===== src/rtl/fetch_pkg.sv =====
// Shared types and constants for the instruction-fetch front end.
// Also holds the RV32 major opcodes so that decode can reuse them.
package fetch_pkg;

    localparam int unsigned FETCH_W      = 32;
    localparam int unsigned FETCH_PC_LEN = 32;

    localparam logic [FETCH_PC_LEN-1:0] DEFAULT_RESET_PC   = '0;
    localparam logic [FETCH_W-1:0]      DEFAULT_HALT_INSTR = 32'h0010_0073;

    localparam logic [6:0] OP_LUI    = 7'b0110111;
    localparam logic [6:0] OP_AUIPC  = 7'b0010111;
    localparam logic [6:0] OP_JAL    = 7'b1101111;
    localparam logic [6:0] OP_JALR   = 7'b1100111;
    localparam logic [6:0] OP_BRANCH = 7'b1100011;
    localparam logic [6:0] OP_LOAD   = 7'b0000011;
    localparam logic [6:0] OP_STORE  = 7'b0100011;
    localparam logic [6:0] OP_IMM    = 7'b0010011;
    localparam logic [6:0] OP_REG    = 7'b0110011;
    localparam logic [6:0] OP_SYSTEM = 7'b1110011;

    typedef struct packed {
        logic [FETCH_PC_LEN-1:0] pc;
        logic [FETCH_W-1:0]      instr;
    } fetch_entry_t;

endpackage


===== src/rtl/fetch_queue.sv =====
// Two-entry FIFO of fetched {pc, instr} entries; head is always the oldest entry.
module fetch_queue
    import fetch_pkg::*;
(
    input  logic         clk,
    input  logic         rst,
    input  logic         push,
    input  logic         pop,
    input  logic         flush,
    input  fetch_entry_t din,
    output logic [1:0]   count,
    output fetch_entry_t head
);

    fetch_entry_t tail;
    logic         do_pop;
    logic         do_push;

    assign do_pop  = pop && (count != 2'd0);
    assign do_push = push && ((count != 2'd2) || do_pop);

    always_ff @(posedge clk or posedge rst) begin
        if (rst) begin
            count <= '0;
            head  <= '0;
            tail  <= '0;
        end else if (flush) begin
            count <= '0;
        end else if (do_push && do_pop) begin
            // Count is unchanged; a full queue shifts tail into head.
            if (count == 2'd2) begin
                head <= tail;
                tail <= din;
            end else begin
                head <= din;
            end
        end else if (do_push) begin
            if (count == 2'd0) begin
                head <= din;
            end else begin
                tail <= din;
            end
            count <= count + 2'd1;
        end else if (do_pop) begin
            if (count == 2'd2) begin
                head <= tail;
            end
            count <= count - 2'd1;
        end
    end

endmodule


===== src/rtl/inst_fetch_unit.sv =====
// Instruction fetch: owns the PC, reads combinational ins_mem and feeds decode
// through a 2-entry queue; handles redirect, halt on EBREAK and fetch faults.
module inst_fetch_unit
    import fetch_pkg::*;
#(
    parameter int unsigned       W          = 32,
    parameter int unsigned       PC_LEN     = 32,
    parameter int unsigned       IMEM_DEPTH = 128,
    parameter logic [PC_LEN-1:0] RESET_PC   = DEFAULT_RESET_PC,
    parameter logic [W-1:0]      HALT_INSTR = DEFAULT_HALT_INSTR
) (
    input  logic              clk,
    input  logic              rst,
    input  logic              fetch_en,
    output logic [PC_LEN-1:0] imem_addr,
    input  logic [W-1:0]      imem_instr,
    output logic              out_valid,
    input  logic              out_ready,
    output logic [PC_LEN-1:0] out_pc,
    output logic [W-1:0]      out_instr,
    input  logic              redirect_valid,
    input  logic [PC_LEN-1:0] redirect_pc,
    output logic              halted,
    output logic              fault,
    output logic [31:0]       fetch_count
);

    localparam logic [PC_LEN:0] PC_LIMIT = (PC_LEN + 1)'(IMEM_DEPTH * 4);

    logic [PC_LEN-1:0] pc;
    logic [1:0]        count;
    fetch_entry_t      head;
    fetch_entry_t      din;
    logic              pc_ok;
    logic              deq;
    logic              can_fetch;
    logic              push;

    assign imem_addr = pc;
    assign pc_ok     = (pc[1:0] == 2'b00) && ({1'b0, pc} < PC_LIMIT);
    assign deq       = out_valid && out_ready;
    assign can_fetch = fetch_en && !halted && !fault && pc_ok
                       && ((count != 2'd2) || deq);
    assign push      = can_fetch && !redirect_valid;

    assign din.pc    = pc;
    assign din.instr = imem_instr;

    fetch_queue u_queue (
        .clk   (clk),
        .rst   (rst),
        .push  (push),
        .pop   (deq && !redirect_valid),
        .flush (redirect_valid),
        .din   (din),
        .count (count),
        .head  (head)
    );

    assign out_valid = (count != 2'd0);
    assign out_pc    = head.pc;
    assign out_instr = head.instr;

    always_ff @(posedge clk or posedge rst) begin
        if (rst) begin
            pc          <= RESET_PC;
            halted      <= 1'b0;
            fault       <= 1'b0;
            fetch_count <= '0;
        end else if (redirect_valid) begin
            pc     <= redirect_pc;
            halted <= 1'b0;
            fault  <= 1'b0;
        end else begin
            if (push) begin
                pc          <= pc + PC_LEN'(4);
                fetch_count <= fetch_count + 32'd1;
                if (imem_instr == HALT_INSTR) begin
                    halted <= 1'b1;
                end
            end
            if (fetch_en && !halted && !pc_ok) begin
                fault <= 1'b1;
            end
        end
    end

    head_stable_a: assert property (
        @(posedge clk) disable iff (rst)
        (out_valid && !out_ready) |=> ($stable(out_pc) && $stable(out_instr))
    );

endmodule


===== config.mk =====
export PLATFORM = sky130hd
export DESIGN_NAME = inst_fetch_unit
export DESIGN_NICKNAME = d
export VERILOG_FILES = /design/src/rtl/fetch_pkg.sv /design/src/rtl/fetch_queue.sv /design/src/rtl/inst_fetch_unit.sv
export SDC_FILE = /design/constraint.sdc
export NUM_CORES = 1
export LEC_CHECK = 0
export CAP_MARGIN = 20
export CORE_MARGIN = 2
export CORE_UTILIZATION = 57
export DETAILED_ROUTE_END_ITERATION = 10
export DONT_BUFFER_PORTS = 1
export PLACE_DENSITY = 0.85
export SETUP_SLACK_MARGIN = 0.02
export SYNTH_ARGS = -nofsm -noshare
export SYNTH_HDL_FRONTEND = slang
export SYNTH_SLANG_ARGS = --single-unit

===== constraint.sdc =====
create_clock -name clk -period 5.82 [get_ports clk]
set_input_delay 0.873 -clock clk [delete_from_list [all_inputs] [get_ports clk]]
set_output_delay 0.873 -clock clk [all_outputs]
set_load 0.01 [all_outputs]

# Word level (Yosys, flattened, before mapping)
# Index checks and enable logic that the tools add are counted.
# totals
input_bits	69
regBits	196
word_cells	76
# op_classes
order_cmp	1
n_reduce_logical	33
addsub	4
mux	21
eq_ne	7
bitwise_logic	1
# ops
cell	count
64-bit two-way mux	10
32-bit two-way mux	2
32-bit by 1-bit adder with 32-bit output, second input constant	1
32-bit by 3-bit adder with 32-bit output, second input constant	1
32-bit by 21-bit == test with 1-bit output, second input constant	1
32-bit by 10-bit less-than comparator with 1-bit output, second input constant	1
1-bit logical AND	12
2-bit nonzero test	5
3-bit nonzero test	3
2-bit two-way mux	4
4-bit AND reduction	2
2-bit inequality test, second input constant	3
2-bit AND reduction	3
1-bit two-way mux	5
1-bit logical NOT	4
2-bit logical NOT	2
3-bit inequality test, second input constant	1
2-bit by 1-bit adder with 2-bit output, second input constant	1
2-bit == test, second input constant	1
1-bit logical OR	2
2-bit by 1-bit inequality test with 1-bit output, second input constant	1
2-bit by 1-bit subtractor with 2-bit output, second input constant	1
1-bit inverter	1

# Depth between registers and ports, before layout
# Gate-level depths: netlist of the first run.
# logic_depth
word_depth	10
mapped_depth	8
depth_no_buf	5

# Modules after synthesis
# From an unflattened synthesis of the first run, not the netlist that was laid out.
# hier_totals
cells_unflattened	808
area_unflattened_um2	9321.4
# by_module_without_submodules
mod	instances	cells_per_inst	area_per_inst_um2
fetch_queue	1	534	6214.7
inst_fetch_unit	1	274	3106.7

# Worst setup path before layout of the first run
# Ideal clock, no wire load.
# synth_timing
path_type	input to register
startpoint	input port fetch_en
endpoint	register u_queue.head[34] (netlist name)
arrival_ps	2580
cell_stages	7
required_time_ps	5693
setup_ps	127
path_slack_ps	3113
cell_sequence	nor3b_1 -> o211ai_2 -> nor4_4 -> buf_4 -> buf_6 -> mux2_2 -> mux2_1
# synth_between
elab_chain_len	9
# synth_rtl
element	line_no	source
start, declared	inst_fetch_unit.sv:14	input logic fetch_en,
1-bit logical AND (*) (3 in a row)	inst_fetch_unit.sv:42	assign can_fetch = fetch_en && !halted && !fault && pc_ok
1-bit logical AND (*)	inst_fetch_unit.sv:43	&& ((count != 2'd2) || deq);
1-bit logical AND (*)	inst_fetch_unit.sv:44	assign push = can_fetch && !redirect_valid;
1-bit logical AND (*)	fetch_queue.sv:20	assign do_push = push && ((count != 2'd2) || do_pop);
1-bit logical AND	fetch_queue.sv:29	end else if (do_push && do_pop) begin
3-bit inequality test (no line) / 3-bit nonzero test (equally long branches)	n/a	
4-bit AND reduction (no line)	n/a	
# Mark *: on every way between the ends. The rest lies on a longest branch, timed or not.
# A chain may end at the register's enable or synchronous reset.

# Final worst setup path of the first run
# layout_timing
startpoint	register u_queue.count[0]
endpoint	register u_queue.tail[18] (netlist bit)
# layout_between
elab_chain_len	9
# layout_rtl
element	line_no	source
start, declared	fetch_queue.sv:11	output logic [1:0] count,
start signal, assigned	fetch_queue.sv:43	count <= count + 2'd1;
start signal, assigned	fetch_queue.sv:48	count <= count - 2'd1;
2-bit nonzero test	fetch_queue.sv:19, inst_fetch_unit.sv:60	
1-bit logical AND	inst_fetch_unit.sv:41	assign deq = out_valid && out_ready;
1-bit logical OR / 1-bit logical AND (equally long branches)	inst_fetch_unit.sv:43, inst_fetch_unit.sv:53	
1-bit logical AND, on equally long branches	inst_fetch_unit.sv:43, fetch_queue.sv:19	
1-bit logical AND / 1-bit logical OR (equally long branches)	inst_fetch_unit.sv:44, fetch_queue.sv:20	
1-bit logical AND	fetch_queue.sv:20	
1-bit logical AND	fetch_queue.sv:29	
2-bit by 1-bit inequality test with 1-bit output (no line) (tied with other cells)	n/a	
4-bit AND reduction (no line)	n/a	
end signal, assigned	fetch_queue.sv:33	tail <= din;
end signal, assigned	fetch_queue.sv:41	tail <= din;
end, declared	fetch_queue.sv:15	fetch_entry_t tail;
# Parallel ways exist; a longest one is shown, timed or not.

==> results of run 1 <==
flip-flops by register name (all words and copies together), names as in the netlist:
| name | cells |
|---|---|
| halted | 1 |
| u_queue.tail | 64 |
| fetch_count | 32 |
| u_queue.head | 64 |
| fault | 1 |
| u_queue.count | 2 |
| imem_addr | 32 |
metrics by stage:
| step | utilization [%] | hold WS [ps] | std cells | setup WS (ps) |
|---|---|---|---|---|
| 2_1_floorplan | - | 454 | 680 | 2410 |
| 3_3_place_gp | 58.9 | 464 | 837 | 2400 |
| 3_5_place_dp | 58.9 | 474 | 837 | 2360 |
| 4_1_cts | 62.9 | 492 | 868 | 2400 |
| 5_1_grt | 62.9 | 494 | 868 | 2240 |
| 6_report | 62.9 | 486 | 868 | 2450 |
cells by family (layout without fill, tap and decap cells):
kind of cell	after synthesis	after routing
simple gates	171	171
compound gates	45	45
flops	196	196
fa+ha+maj	2	2
buf+inv	44	44
mux	184	184
xor+xnor	38	38
worst paths after layout:
check / endpoint / slack [ps] / cells after the start
max: u_queue.tail[18] / 2450 / 6
min: u_queue.tail[29] / 490 / 1
max reg2reg: u_queue.tail[18] / 2450 / 6
min reg2reg: u_queue.tail[29] / 490 / 1
max in group asynchronous: fetch_count[11] / 4440 / 2
min in group asynchronous: u_queue.head[59] / 570 / 2
placed cells by master (no fill, tap or decap), types with 2 or more instances in the layout:
| cell | instances |
|---|---|
| nor4_4 | 3 |
| and2_1 | 5 |
| clkinv_2 | 3 |
| xor2_1 | 3 |
| clkinvlp_4 | 3 |
| clkbuf_1 | 2 |
| a21oi_1 | 25 |
| mux2_2 | 167 |
| xnor2_1 | 35 |
| and3b_1 | 2 |
| and4_1 | 5 |
| clkbuf_16 | 17 |
| nor4_2 | 3 |
| nor3_1 | 4 |
| ha_1 | 2 |
| buf_4 | 4 |
| nand4_1 | 18 |
| nand2_1 | 54 |
| nor2_1 | 8 |
| dfrtp_1 | 196 |
| o21ai_2 | 2 |
| bufinv_16 | 4 |
| a22o_1 | 5 |
| o21ai_0 | 8 |
| nor2b_1 | 25 |
| nor3_4 | 2 |
| inv_6 | 3 |
| nand3_1 | 15 |
| mux2_1 | 16 |
| nor4_1 | 11 |
| and3_1 | 7 |
| inv_1 | 7 |
power by group through the flow:
stage	clock, mW	combinational (mW)	sequential (mW)
after global placement	0	0.0741	1.46
final	1.22	0.0761	1.44
after detailed placement	0	0.0785	1.46
after CTS	1.25	0.0787	1.44
after global routing	1.30	0.0865	1.44
after floorplan	0	0.0666	1.45
final cells by class:
class | count | area [µm²]
inverters | 8 | 33.8
fillers | 1119 | 5640
repair buffers | 5 | 50.0
flip-flops and latches | 196 | 4900
clock inverters | 12 | 176
multi-input cells | 440 | 3730
clock buffers | 19 | 433
well taps | 188 | 235
cell usage after synthesis (2+ instances only):
cell	instances	area (µm²)
and4_1	5	43.8
buf_2	8	40.0
mux2_2	167	1880
nor2b_1	26	163
nor4_1	11	68.8
a21oi_1	25	125
nand4_1	18	113
mux2_1	16	180
nand3_1	15	75.1
buf_8	2	30.0
ha_1	2	25.0
nor3_4	2	32.5
and2_1	5	31.3
and3_1	8	50.1
o21ai_0	9	45.0
inv_1	8	30.0
buf_1	2	7.51
nand2_1	54	203
clkbuf_1	12	45.0
nor2_1	8	30.0
dfrtp_1	196	4900
nor4_4	3	63.8
nor3_1	4	20.0
buf_4	11	82.6
nor4_2	3	37.5
xnor2_1	35	307
a22o_1	5	43.8
and3b_1	2	17.5
xor2_1	3	26.3
layer usage:
metal	share of wire (%)	wire length, µm	vias to the layer above
met1	39	7310	2765
met5	0	0	-
met3	9.3	1730	22
li1	-	-	2393
met4	1.3	245	0
met2	50	9240	197
==> results.yml, run 1 <==
floorplan:
  num_rows: 45
  coreArea_um2: 15200
  die_h_um: 129
  start_util_pct: 58.4
  die-area_um2: 16600
  io_pins: 200
  die_w_um: 129
routing:
  ant_nets: 0
  drt_iter0_markers: 234
  drc: 0
  drt_first_pass_iters: 4
  drt_wl_total_um: 18500
  avgViaCountPerCell: 6.19
  num_vias: 5377
  wire_per_inst_um: 21.3
synthesis:
  synthXorXnorAreaFrac_pct: 3.75
  synth_area_um2: 8870
  synthAdderAreaFrac_pct: 0.282
  synth_area_per_cell_um2: 13.1
  synth_compound_area_share_pct: 3.10
  synth_simple_gate_area_share_pct: 11.5
  syn-num-nets: 751
  ys.flop_type: "dfrtp_1"
  yosysUniqueCellTypes: 44
  synthMuxAreaShare_pct: 23.3
  synth_cells: 680
  synth-seq-cells: 196
  yosysSeqAreaShare_pct: 55.3
  synth_edf_count: 0
  async_reset_ff_share_pct: 100
  ys_warn_count: 0
  synth_top_family_by_area: "multiplexers"
global_route:
  grt_pass1_wl_um: 29400
  use_met3_pct: 9.98
  grt_overflow: 0
  antenna_found_initial: 0
  grt_use_total_pct: 22.8
  grt.busiest_layer: "met2"
  grt_use_met1_pct: 26.2
  first_global_vias: 5790
  grt_max_degree: 197
  grt_util_met2_pct: 39.0
setup_path:
  path_class: "flop to flop"
  cp_top_family: "simple AND/OR/NAND/NOR gates"
  worstPathMaxFanout: 34
  critPathMaxStageDelay_ps: 770
  end_kind: "flop"
  crit_start: "u_queue.count[0]"
  critPathLaunchType: "flop"
  critPathSlowestCell: "nand2b_1"
  path_cells: "nand2b_1 -> o211ai_2 -> nor3_4 -> and3_2 -> buf_4 -> mux2_2"
  r2r-start: "u_queue.count[0]"
  crit_buf_inv: 1
  crit_arrival_ps: 3670
  cp.required_ps: 6130
power_and_ir_drop:
  p_int_mw: 2.14
  power_density_nw_per_um2: 285
  ir_drop_mv: 0.202
  swShare_pct: 21.7
  clkPwrFrac_pct: 44.6
  p_leak_nw: 4.56
  pwr-share-seq_pct: 52.6
  switchingPower_mw: 0.592
  p_comb_share_pct: 2.8
  totalPowerFinal_mw: 2.73
layout:
  drive_gt1_share_pct: 32.2
  antenna_cells: 0
  fin_nets: 739
  area_growth_syn_to_layout_pct: 7.77
  design_area_um2: 9560
run:
  maxCapViolations: 0
clock_tree:
  cts_root_buffer: "clkbuf_16"
  clk_pin_slew_ps: 70
  clk_path_buf_depth: 2
  cts_hold_buffers: 0
  numCtsBuffers: 17
  cts_tree: "built"
  cts.sinks: 196
  cts-resized-gates: 0
  htree_levels: 4
  insertion_delay_ps: 420
  post_cts_buffers: 0
place:
  gp_congestion: 0.838
  place_hpwl_um: 12400
  port_buffers: 0
  placed_cell_area_um2: 8950
sta:
  fmax_mhz: 297
  tightest_slew_ps: 1060
  setup_viol: 0
  timing.final.crit_period_ps: 3370
  rsz0062_at_grt: "false"
  clock_skew_ps: 8.66
  timing.slew.headroom_pct: 29.1
  finalCritPeriodShare_pct: 57.8
  final_max_slew_viol_count: 0
  setup_tns_ps: 0
  finalHoldViolCount: 0
run_status:
  status: "complete, no violations"
worst_hold_path:
  hold_path.class: "flop to flop"
  hp-start: "u_queue.tail[29]"
No activity file was read; power rests on OpenSTA's default activity.
==> run 2, diff against run 1 <==
ABC_AREA = 1   (was not set)
CORE_UTILIZATION = 58   (was 57)
PLACE_DENSITY = 0.86   (was 0.85)
clock period = 2.9 ns   (was 5.82 ns; I/O delays follow)
==> run 2 against run 1 <==
Effect of this change:
- sequential power grew 110%
- synthesized cell count grew 100%
- via count grew 66%
- worst setup slack lost 1900 ps
- hold slack lost 430 ps
- combinational power grew to 13 times the previous value
- clock skew grew 12 ps
- largest power group unchanged
- routed wire length grew 43%
- non-clock buffer count grew 17
- fmax grew 45%
- power grew 140%
- utilization grew 0.63 points
==> results.yml, run 2 <==
synthesis:
  synthTopCellsByCount: "484 x nand2_1, 196 x dfrtp_1, 169 x nand3_1"
  async_reset_ff_share_pct: 100
  ys_warn_count: 0
  synth_area_um2: 10200
  synth_edf_count: 0
  yosysUniqueCellTypes: 32
  synth_area_per_cell_um2: 7.52
  yosysSeqAreaShare_pct: 48.0
  yosysMostFrequentCell: "nand2_1"
  ys.flop_type: "dfrtp_1"
  synth-seq-cells: 196
  synth_cells: 1357
  syn-num-nets: 1428
  synth.area.top_cells: "dfrtp_1 48%, nand2_1 18%, nand3_1 8.3%, nor2_1 4.4%, inv_1 3.3%"
  yosys.area.top_type_share_pct: 48.0
  yosys.area.top_type: "dfrtp_1"
clock_tree:
  post_cts_buffers: 0
  cts_root_buffer: "clkbuf_16"
  cts-resized-gates: 0
  htree_levels: 4
  numCtsBuffers: 17
  clk_pin_slew_ps: 80
  cts_tree: "built"
  insertion_delay_ps: 440
  clk_path_buf_depth: 2
  cts.sinks: 196
routing:
  drt_wl_total_um: 26400
  wire_per_inst_um: 17.0
  ant_nets: 0
  drt_iter0_markers: 860
  drt_first_pass_iters: 5
  avgViaCountPerCell: 5.73
  num_vias: 8934
  drc: 0
sta:
  timing.slew.headroom_pct: 43.4
  rsz0062_at_grt: "false"
  finalHoldViolCount: 0
  fmax_mhz: 432
  setup_viol: 0
  clock_skew_ps: 21.1
  timing.final.crit_period_ps: 2310
  finalCritPeriodShare_pct: 79.8
  tightest_slew_ps: 849
  final_max_slew_viol_count: 0
  setup_slack_ps: 587
  hold_ws_ps: 54.1
setup_path:
  r2r_slack_ps: 590
  critPathLaunchType: "flop"
  path_class: "flop to flop"
  cp.required_ps: 3270
  worstPathMaxFanout: 44
  ff2ff_path_depth: 12
  crit_arrival_ps: 2680
  end_kind: "flop"
  reg2reg_to: "u_queue.head[52]"
  r2r-start: "imem_addr[0]"
floorplan:
  start_util_pct: 59.2
  io_pins: 200
  num_rows: 48
  die_w_um: 137
  die-area_um2: 18700
  coreArea_um2: 17200
  die_h_um: 137
global_route:
  antenna_found_initial: 0
  grt_overflow: 0
  first_global_vias: 8402
  grt_use_total_pct: 29.0
  grt_pass1_wl_um: 42900
  grt_max_degree: 71
worst_hold_path:
  worstHoldPathCells: 1
  hold_path.class: "primary input to flop"
  hold_end: "fault"
  hp-start: "redirect_valid"
power_and_ir_drop:
  power_density_nw_per_um2: 585
  switchingPower_mw: 1.96
  clkPwrFrac_pct: 38.0
  pwr-share-seq_pct: 47.0
  p_int_mw: 4.46
  p_leak_nw: 5.72
  swShare_pct: 30.5
  ir_drop_mv: 0.646
  p_comb_share_pct: 15.0
layout:
  drive_gt1_share_pct: 6.98
  layout_commonest_cell: "nand2_1"
  final_cell_mix: "483 x nand2_1, 196 x dfrtp_1, 168 x nand3_1, 118 x nor2_1, 88 x inv_1"
  top_regs: "u_queue.head x64, u_queue.tail x64"
  area_growth_syn_to_layout_pct: 7.29
  antenna_cells: 0
  fin_nets: 1391
place:
  place_hpwl_um: 17200
  port_buffers: 0
  gp_congestion: 0.869
  preCtsSetupSlack_ps: 430
run:
  maxCapViolations: 0
run_status:
  status: "complete, no violations"
[run 2: cell count changes after synthesis, moves of 23 or more]
cell | previous run | this run
buf_2 | 8 | 33
nand3_1 | 15 | 169
xor2_1 | 3 | 26
mux2_2 | 167 | 22
o21ai_1 | 0 | 58
nor2b_1 | 26 | 0
nor2_1 | 8 | 119
nand2_1 | 54 | 484
xnor2_1 | 35 | 8
inv_1 | 8 | 89
[run 2: repair_timing]
| action | in CTS | in global routing |
|---|---|---|
| endpoints found under the setup margin | 0 | 0 |
| hold endpoints to repair | 24 | 0 |
| hold buffers | 1 | 0 |
[run 2: final cells by class]
class	count	area, µm²
clock inverter	13	163
inverter	94	357
sequential	196	4900
clock buffer	19	443
multi-input combinational	989	4590
tap	225	282
timing repair buffer	22	218
fill	1448	6280
[run 2: power groups by stage]
stage / Clock [mW] / Combinational, mW / Sequential (mW)
after floorplan: 0 / 0.740 / 3.01
after global placement: 0 / 0.916 / 3.06
after global routing: 2.58 / 1.07 / 3.03
after detailed placement: 0 / 0.944 / 3.07
final: 2.44 / 0.961 / 3.01
after CTS: 2.46 / 0.948 / 3.01
[run 2: how the worst max path moves through the flow]
stage	startpoint	end	slack, ps	cells after the start
floorplan	rst	fault	-70	1
global placement	imem_addr[0]	u_queue.head[34]	620	11
detailed placement	u_queue.count[0]	u_queue.tail[34]	430	6
CTS	u_queue.count[0]	u_queue.tail[11]	470	6
global route	imem_addr[30]	u_queue.head[34]	380	10
finish	imem_addr[0]	u_queue.head[52]	590	12
[run 2: cell families after synthesis]
logic type | synth area share (%)
AOI/OAI and AO/OA | 5.49
and+or+nand+nor | 33.7
buffers and inverters | 7.17
xor gates and xnor gates | 2.92
adders and majority gates | 0.245
DFF | 48.0
muxes | 2.43
[run 2: per-stage QoR]
stage / TNS (ps) / cells / utilization (%) / cell area [µm²] / total power [mW]
after global routing: 0 / 1558 / 63.5 / 11000 / 6.69
after floorplan: -13210 / 1357 / - / 10200 / 3.75
final: 0 / 1558 / 63.5 / 11000 / 6.41
after global placement: 0 / 1524 / 59.9 / 10300 / 3.97
after detailed placement: 0 / 1524 / 59.9 / 10300 / 4.01
after CTS: 0 / 1557 / 63.5 / 10900 / 6.42
[run 2: routing by layer]
layer / track usage, % / vias up / wire (µm)
li1: - / 4242 / -
met5: 0 / - / 0
met3: 8.70 / 39 / 2720
met2: 46.0 / 415 / 12500
met1: 38.0 / 4238 / 10700
met4: 10.1 / 0 / 520
[run 2: worst max-delay path: stages (launching register included)]
cell and delay [ps]:
dfrtp_1 460, nor2_1 220, nand2_1 80, nor2_1 90
nand2_1 150, nor2_4 190, nand2_2 70, nand2_1 70
nand2_2 60, inv_2 60, buf_4 470, nand2_1 140
o21ai_1 170
==> run 3, diff against run 2 <==
clock period = 2 ns   (was 2.9 ns; I/O delays follow)
==> run 3 against run 2 <==
Effect of this change:
- first-iteration DRC count increased by 17%
- clock power increased by 46%
- power increased by 51%
==> results.yml, run 3 (synthesized netlist as in run 2, its figures left out) <==
global_route:
  grt_overflow: 0
  grt_use_total_pct: 31.2
  first_global_vias: 8902
  grt_pass1_wl_um: 45500
  grt_max_degree: 131
  antenna_found_initial: 0
layout:
  area_growth_syn_to_layout_pct: 17.3
  final_cell_mix: "479 x nand2_1, 195 x dfrtp_1, 168 x nand3_1, 107 x nor2_1, 87 x inv_1"
  layout.cells.non_filler: 1640
  layout_commonest_cell: "nand2_1"
  fin_nets: 1473
  drive_gt1_share_pct: 11.8
  antenna_cells: 0
  num-fill-cells: 1296
  top_regs: "u_queue.head x64, u_queue.tail x64"
power_and_ir_drop:
  ir_drop_mv: 0.646
  totalPowerFinal_mw: 9.67
  power_density_nw_per_um2: 807
  p_leak_nw: 6.19
routing:
  ant_nets: 0
  avgViaCountPerCell: 5.81
  drt_first_pass_iters: 6
  num_vias: 9528
  wire_per_inst_um: 18.1
  drc: 0
  drt_wl_total_um: 29600
  drt_iter0_markers: 1003
worst_hold_path:
  worstHoldPathCells: 2
  hp-start: "redirect_pc[7]"
  hold_end: "imem_addr[7]"
  hold_path.class: "primary input to flop"
floorplan:
  num_rows: 48
  die-area_um2: 18700
  start_util_pct: 59.2
  coreArea_um2: 17200
  die_w_um: 137
  die_h_um: 137
  io_pins: 200
setup_path:
  r2r_slack_ps: 10
  r2r-start: "imem_addr[30]"
  cp_top_family: "simple AND/OR/NAND/NOR gates"
  end_kind: "flop"
  worstPathMaxFanout: 44
  ff2ff_path_depth: 10
  critPathMaxStageDelay_ps: 380
  reg2reg_to: "u_queue.tail[25]"
  path_class: "flop to flop"
  cp.required_ps: 2320
  crit_buf_inv: 2
  critPathSlowestCell: "dfrtp_1"
  critPathLaunchType: "flop"
  crit_arrival_ps: 2310
  path_cells: "or2_1 -> nor2_1 -> nand2_2 -> nor2_4 -> nand3_4 -> inv_4 -> nand2_4 -> buf_12 -> nor2_2 -> a21oi_1"
sta:
  setup_slack_ps: 12.5
  fmax_mhz: 503
  tightest_slew_ps: 984
  final_max_slew_viol_count: 0
  rsz0062_at_grt: "true"
  timing.final.crit_period_ps: 1990
  finalHoldViolCount: 0
  finalCritPeriodShare_pct: 99.4
  clock_skew_ps: 10.7
  setup_viol: 0
  timing.slew.headroom_pct: 34.2
clock_tree:
  insertion_delay_ps: 440
  clk_path_buf_depth: 2
  clk_pin_slew_ps: 70
  cts_tree: "built"
  cts_root_buffer: "clkbuf_16"
  htree_levels: 4
  numCtsBuffers: 17
  cts.sinks: 196
place:
  place_hpwl_um: 18000
  gp_congestion: 0.876
  preCtsSetupSlack_ps: 40.1
  port_buffers: 0
  placed_cells: 1569
run:
  maxCapViolations: 0
run_status:
  status: "complete, no violations"
run 3: timing repair:
action                                  4_1_cts  5_1_grt
endpoints found under the setup margin        0      159
hold buffers                                 26        2
resized for setup                             0       60
hold endpoints to repair                     90        2
buffers inserted                              0        4
run 3: metrics by stage:
step / cell area (µm²) / utilization (%) / hold WS, ps / TNS [ps]
6_report: 12000 / 69.5 / 4.06 / 0
3_5_place_dp: 10700 / 62.3 / 342 / 0
3_3_place_gp: 10700 / 62.3 / 329 / 0
2_1_floorplan: 10200 / - / 417 / -163150
4_1_cts: 11600 / 67.3 / 0.165 / 0
5_1_grt: 12000 / 69.5 / 1.85 / -352
run 3: routing by layer:
layer	global-route usage [%]	wire (µm)	up-vias
met5	0	0	-
met4	10.6	673	0
met3	9.33	3070	56
met2	51.1	14500	488
met1	39.5	11400	4553
li1	-	-	4431
run 3: worst reg2reg max path, stage by stage (launching register included):
cell     delay (ps)
dfrtp_1         380
or2_1           270
nor2_1          140
nand2_2         100
nor2_4          210
nand3_4         180
inv_4           120
nand2_4          80
buf_12          190
nor2_2          150
a21oi_1          50
run 3: worst max-delay path by stage:
stage	start	endpoint	slack, ps	cells after the start
floorplan	rst	fault	-830	1
global placement	imem_addr[30]	fetch_count[16]	100	8
detailed placement	imem_addr[30]	u_queue.head[34]	40	11
CTS	imem_addr[30]	u_queue.head[34]	20	11
global route	imem_addr[30]	u_queue.head[59]	-60	11
finish	imem_addr[30]	u_queue.tail[25]	10	10
run 3: area by class of cell:
class,count,area (µm²),share of cell area (%)
timing repair buffer,103,1140,9.50
clock inverter,14,174,1.45
multi-input combinational,990,4670,39.0
tap,225,282,2.35
clock buffer,18,429,3.58
inverter,94,374,3.12
sequential,196,4910,41.0
run 3: where the power goes:
group          switching, mW  total (mW)  internal [mW]
logic                   1.15        1.78          0.628
registers              0.196        4.31           4.12
clock network           1.59        3.57           1.99
total                   2.93        9.67           6.73
